**src/rtl/dcache_ctrl.sv**
```systemverilog
// Direct-mapped, write-through, no-write-allocate data cache controller.
// Sits between the CPU load/store port and a single-beat data memory; line
// refills are sequenced word by word, stores always go straight to memory.
module dcache_ctrl #(
  parameter int unsigned DATA_WIDTH  = 32,
  parameter int unsigned SETS        = 16,
  parameter int unsigned BLOCK_WORDS = 4
) (
  input  logic                  clk_i,
  input  logic                  rst_i,
  input  logic                  cpu_req_i,
  input  logic                  cpu_we_i,
  input  logic                  cpu_byte_i,
  input  logic                  cache_en_i,
  input  logic [DATA_WIDTH-1:0] cpu_addr_i,
  input  logic [DATA_WIDTH-1:0] cpu_wdata_i,
  output logic [DATA_WIDTH-1:0] cpu_rdata_o,
  output logic                  stall_o,
  output logic                  mem_req_o,
  output logic                  mem_we_o,
  output logic                  mem_byte_o,
  output logic [DATA_WIDTH-1:0] mem_addr_o,
  output logic [DATA_WIDTH-1:0] mem_wdata_o,
  input  logic [DATA_WIDTH-1:0] mem_rdata_i,
  input  logic                  mem_ready_i,
  output logic [31:0]           hit_cnt_o,
  output logic [31:0]           miss_cnt_o
);

  localparam int unsigned WordBits = $clog2(BLOCK_WORDS);
  localparam int unsigned IdxBits  = $clog2(SETS);
  localparam int unsigned TagBits  = DATA_WIDTH - IdxBits - WordBits - 2;
  localparam int unsigned Lines    = SETS * BLOCK_WORDS;
  localparam logic [WordBits-1:0] LastWord = WordBits'(BLOCK_WORDS - 1);

  typedef enum logic [1:0] {
    StIdle,
    StRefill,
    StWrite,
    StUncached
  } state_e;

  state_e state_q, state_d;

  logic [SETS-1:0]       valid_q;
  logic [TagBits-1:0]    tag_q  [SETS];
  logic [DATA_WIDTH-1:0] data_q [Lines];

  // Refill target is latched so the fill finishes even if the CPU request drops.
  logic [WordBits-1:0] cnt_q;
  logic [TagBits-1:0]  fill_tag_q;
  logic [IdxBits-1:0]  fill_idx_q;

  logic [31:0] hit_cnt_q, miss_cnt_q;

  logic [1:0]            addr_byte;
  logic [WordBits-1:0]   addr_word;
  logic [IdxBits-1:0]    addr_idx;
  logic [TagBits-1:0]    addr_tag;
  logic                  hit;
  logic [DATA_WIDTH-1:0] hit_word;
  logic [DATA_WIDTH-1:0] store_word;

  logic hit_load, miss_start, fill_beat, fill_last, store_upd;

  assign addr_byte = cpu_addr_i[1:0];
  assign addr_word = cpu_addr_i[2 +: WordBits];
  assign addr_idx  = cpu_addr_i[2 + WordBits +: IdxBits];
  assign addr_tag  = cpu_addr_i[DATA_WIDTH-1 -: TagBits];

  assign hit      = valid_q[addr_idx] && (tag_q[addr_idx] == addr_tag);
  assign hit_word = data_q[{addr_idx, addr_word}];

  assign hit_cnt_o  = hit_cnt_q;
  assign miss_cnt_o = miss_cnt_q;

  // Byte loads return the addressed lane zero-extended; word loads pass through.
  function automatic logic [DATA_WIDTH-1:0] load_sel(input logic [DATA_WIDTH-1:0] word,
                                                     input logic                  is_byte,
                                                     input logic [1:0]            lane);
    logic [7:0] b;
    b = word[{lane, 3'b000} +: 8];
    return is_byte ? DATA_WIDTH'(b) : word;
  endfunction

  // Cached copy of a store that hits: merge a single lane or replace the word.
  always_comb begin
    store_word = hit_word;
    if (cpu_byte_i) begin
      store_word[{addr_byte, 3'b000} +: 8] = cpu_wdata_i[7:0];
    end else begin
      store_word = cpu_wdata_i;
    end
  end

  // Next-state, memory handshake outputs and datapath strobes.
  always_comb begin
    state_d     = state_q;
    stall_o     = 1'b0;
    mem_req_o   = 1'b0;
    mem_we_o    = 1'b0;
    mem_byte_o  = 1'b0;
    mem_addr_o  = '0;
    mem_wdata_o = '0;
    cpu_rdata_o = '0;
    hit_load    = 1'b0;
    miss_start  = 1'b0;
    fill_beat   = 1'b0;
    fill_last   = 1'b0;
    store_upd   = 1'b0;

    unique case (state_q)
      StIdle: begin
        if (cpu_req_i) begin
          if (cpu_we_i) begin
            stall_o = 1'b1;
            state_d = StWrite;
          end else if (!cache_en_i) begin
            stall_o = 1'b1;
            state_d = StUncached;
          end else if (hit) begin
            cpu_rdata_o = load_sel(hit_word, cpu_byte_i, addr_byte);
            hit_load    = 1'b1;
          end else begin
            stall_o    = 1'b1;
            miss_start = 1'b1;
            state_d    = StRefill;
          end
        end
      end

      StRefill: begin
        stall_o    = 1'b1;
        mem_req_o  = 1'b1;
        mem_addr_o = {fill_tag_q, fill_idx_q, cnt_q, 2'b00};
        if (mem_ready_i) begin
          fill_beat = 1'b1;
          if (cnt_q == LastWord) begin
            fill_last = 1'b1;
            state_d   = StIdle;
          end
        end
      end

      StWrite: begin
        mem_req_o   = 1'b1;
        mem_we_o    = 1'b1;
        mem_byte_o  = cpu_byte_i;
        mem_addr_o  = cpu_addr_i;
        mem_wdata_o = cpu_wdata_i;
        stall_o     = !mem_ready_i;
        if (mem_ready_i) begin
          store_upd = cache_en_i && hit;
          state_d   = StIdle;
        end
      end

      StUncached: begin
        mem_req_o  = 1'b1;
        mem_addr_o = {cpu_addr_i[DATA_WIDTH-1:2], 2'b00};
        stall_o    = !mem_ready_i;
        if (mem_ready_i) begin
          cpu_rdata_o = load_sel(mem_rdata_i, cpu_byte_i, addr_byte);
          state_d     = StIdle;
        end
      end

      default: state_d = StIdle;
    endcase

    // While reset is held every output reads as idle, even with a CPU request present.
    if (!rst_i) begin
      state_d     = StIdle;
      stall_o     = 1'b0;
      mem_req_o   = 1'b0;
      mem_we_o    = 1'b0;
      mem_byte_o  = 1'b0;
      mem_addr_o  = '0;
      mem_wdata_o = '0;
      cpu_rdata_o = '0;
      hit_load    = 1'b0;
      miss_start  = 1'b0;
      fill_beat   = 1'b0;
      fill_last   = 1'b0;
      store_upd   = 1'b0;
    end
  end

  // Control state: FSM, valid bits, refill sequencing and statistics counters.
  always_ff @(posedge clk_i or negedge rst_i) begin
    if (!rst_i) begin
      state_q    <= StIdle;
      valid_q    <= '0;
      cnt_q      <= '0;
      fill_tag_q <= '0;
      fill_idx_q <= '0;
      hit_cnt_q  <= '0;
      miss_cnt_q <= '0;
    end else begin
      state_q <= state_d;
      if (miss_start) begin
        cnt_q      <= '0;
        fill_tag_q <= addr_tag;
        fill_idx_q <= addr_idx;
      end else if (fill_beat) begin
        cnt_q <= cnt_q + 1'b1;
      end
      if (fill_last) begin
        valid_q[fill_idx_q] <= 1'b1;
      end
      if (hit_load) begin
        hit_cnt_q <= hit_cnt_q + 32'd1;
      end
      if (miss_start) begin
        miss_cnt_q <= miss_cnt_q + 32'd1;
      end
    end
  end

  // Tag and data arrays carry no reset; valid_q alone qualifies their contents.
  always_ff @(posedge clk_i) begin
    if (fill_beat) begin
      data_q[{fill_idx_q, cnt_q}] <= mem_rdata_i;
    end
    if (fill_last) begin
      tag_q[fill_idx_q] <= fill_tag_q;
    end
    if (store_upd) begin
      data_q[{addr_idx, addr_word}] <= store_word;
    end
  end

endmodule

```
**config.mk**
```make
export PLATFORM = sky130hd
export DESIGN_NAME = dcache_ctrl
export DESIGN_NICKNAME = d
export VERILOG_FILES = /design/src/rtl/dcache_ctrl.sv
export SDC_FILE = /design/constraint.sdc
export NUM_CORES = 2
export LEC_CHECK = 0
export CORE_UTILIZATION = 60
export DETAILED_ROUTE_END_ITERATION = 16
export PLACE_DENSITY = 0.78
export SLEW_MARGIN = 10
export SYNTH_ARGS = -nofsm -noshare
export SYNTH_HDL_FRONTEND = slang
export SYNTH_SLANG_ARGS = --single-unit
```
**constraint.sdc**
```tcl
create_clock -name clk_i -period 5.65 [get_ports clk_i]
set_input_delay 0.8475 -clock clk_i [delete_from_list [all_inputs] [get_ports clk_i]]
set_output_delay 0.8475 -clock clk_i [all_outputs]
set_load 0.02 [all_outputs]
```
==> impl_metrics.ini <==
[outcome]
status = completed

[clock_tree]
numCtsBuffers = 230
clk_root_buffer_cell = clkbuf_16
cts_sinks = 2544
clock_path_buffers = 3
clock_latency_ps = 890
cts_tree = built
htree_levels = 4
path_clk_slew_ps = 60

[placement]
numPortBuffers = 266
placed_area_um2 = 113300
gp_congestion = 0.9806
dp_hpwl_um = 178700
pre_cts_slack_ps = -380.3

[cells_and_area]
postLayoutCoreUtil_pct = 71.56
nets = 5772
syn_to_final_growth_pct = 18.53
fin_area_um2 = 121100
drive_gt1_share_pct = 29.56

[grt]
grt_overflow = 0
grt.total_usage_pct = 34.90
antenna_found_initial = 15
grt_pass1_wl_um = 421600
grt_pass1_vias = 57900
grt_max_degree = 81

[pwr]
power.density_nw_per_um2 = 332.2
total_power_mw = 40.24
vdd_drop_max_v = 0.0003402
leakagePower_nw = 39.75

[detailed_routing]
vias = 57230
drc = 0
drt_iter0_markers = 8583
antenna_left = 0
first_pass_iters = 7
drt_wl_total_um = 298200
wl_per_cell_um = 36.88
routed_via_density = 7.077

[sta]
tns_ps = 0
skew_ps = 39.18
slew_viol_final = 0
setup_slack_ps = 92.14
setup_violations = 0
fmax_ghz = 0.1799
min_period_ps = 5558
finalCritPeriodShare_pct = 98.37
hold_violations = 0
tightest_slew_ps = 1176
relSlewSlack_pct = 21.61

[min_path]
min_delay_path_depth = 1
hp-class = reg -> reg

[critical_path]
cp_data_arrival_time_ps = 4710
worstPathMaxFanout = 38
endpoint_kind = primary output
cp.required_ps = 4800
ff2ff_path_depth = 14
crit_type = in -> out
cp-start-kind = input port

[synthesis]
synth-main-ff-cell = edfxtp_1
syn_area_per_cell_um2 = 20.63
syn_area_um2 = 102200
synth_most_common_cell = edfxtp_1
ys_seq_area_share_pct = 74.19
synth_common_cells = 2432 x edfxtp_1, 665 x mux4_2, 266 x mux2i_1, 225 x nand2_1, 175 x clkbuf_1
synth_cell_type_count = 65
syn-num-nets = 5070
ys_ff_latch = 2544
synthesis.yosys.warnings = 0
postSynth.asyncResetShare_pct = 4.403
synth_top_area_share_pct = 71.45
yosys-top-cells-area = edfxtp_1 71%, mux4_2 15%, dfrtp_1 2.7%
synth_edf_count = 2432
yosysTopAreaCell = edfxtp_1
syn_inst = 4955

[die]
start_util_pct = 60.38
die_h_um = 414.7
fp-row-count = 151
die_w_um = 414.7
core_um2 = 169300
num_io_pins = 267
die_area_um2 = 172000

[flow_run]
drv_cap = 0
-- flip-flops by register name, indices dropped and copies added, names as in the netlist --
register and cells:
data_q 2048, tag_q 384, hit_cnt_o 32, miss_cnt_o 32, fill_tag_q 24, valid_q 16, fill_idx_q 4, cnt_q 2
state_q 2
-- stage by stage --
stage          instances  hold slack, ps
5_1_grt             8074           495.8
3_3_place_gp        7637           444.7
2_1_floorplan       4955           433.7
4_1_cts             8070           473.5
3_5_place_dp        7637           452.8
6_report            8087           470.1
-- final timing paths --
path                                            from                        end  slack (ps)
max                                    cpu_addr_i[2]             cpu_rdata_o[7]          90
min in group asynchronous                      rst_i  miss_cnt_o[1]$_DFFE_PN0P_         570
max in group asynchronous                      rst_i  fill_tag_q[7]$_DFFE_PN0P_        4100
min reg2reg                hit_cnt_o[31]$_DFFE_PN0P_  hit_cnt_o[31]$_DFFE_PN0P_         470
min                        hit_cnt_o[31]$_DFFE_PN0P_  hit_cnt_o[31]$_DFFE_PN0P_         470
max reg2reg                   tag_q[3][11]$_DFFE_PP_    data_q[4][23]$_DFFE_PP_        1000
-- what timing repair did --
| action | CTS | global route |
|---|---|---|
| hold buffers | 1 | 0 |
| endpoints found under the hold margin | 1 | 0 |
| gates cloned | 1 | 0 |
| gates resized for setup | 74 | 47 |
| pin swaps | 1 | 8 |
| buffers inserted | 1 | 4 |
| endpoints found under the setup margin | 33 | 33 |
-- report_power, final --
part	internal, mW	leakage [nW]	total [mW]	switching (mW)
Clock	9.05	3.75	16.1	7.03
Sequential	21.0	23.4	21.3	0.360
Combinational	1.14	12.6	2.85	1.71
Total	31.1	39.8	40.2	9.10
-- logic make-up (layout without fill, tap and decap cells) --
logic type,count (synthesis),count (layout),share of synthesized area [%]
buffers and inverters,323,1224,1.460
adder cells (fa/ha/maj),12,12,0.1469
multiplexers,995,995,17.96
other,0,13,0
AO/OA/AOI/OAI,352,352,2.447
AND/OR/NAND/NOR,643,643,3.051
XOR/XNOR,86,86,0.7369
flip-flops,2544,2544,74.19
-- per-layer routing --
metal	routed length, um	track usage, %	share of wire (%)	up-vias
met3	36150	8.340	12	975
met1	98960	44.85	33	29530
li1	-	-	-	22030
met5	119	0	0.040	-
met4	18760	18.47	6.3	16
met2	144200	55.92	48	4685
-- critical path, cell delays in order --
cell	delay, ps
buf_8	330
buf_12	360
mux4_2	580
mux4_2	630
o21ai_1	400
buf_4	220
nor2_1	50
a21oi_1	170
o22ai_1	110
a221oi_1	330
buf_4	180
o31ai_1	60
dlygate4sd1_1	320
-- final cells by class --
class,instances,area (um2)
sequential,2544,75830
tap,2218,2775
inverter,28,105.1
antenna,13,32.53
multi-input combinational,2088,25890
fill,9302,48140
clock inverter,150,1674
clock buffer,281,6051
timing repair buffer,765,8788
-- cells in the final DEF, fill, tap and decap left out, types with 13 or more instances in the layout --
cell             count
clkbuf_2            16
nor2_2              14
clkbuf_1            44
nand4_1             34
and2_1              16
or2_2               21
and3_1              59
bufinv_16           31
xnor2_1             50
clkdlybuf4s50_1    225
clkinv_1            51
nor4_1              18
a221oi_1            19
edfxtp_1          2432
mux2i_1            202
nand3_1             41
a21oi_1             67
nor2_1             125
buf_12             193
dfrtp_1            112
clkbuf_16          233
o21a_1              32
nor3_1              20
mux4_2             665
o31ai_1             16
mux2_2              64
mux2i_4             64
nand2_1            225
a22o_1              19
inv_1               24
clkinv_2            42
diode_2             13
buf_4              302
xor2_1              35
a22oi_1            133
(Power assumes the default switching activity.)
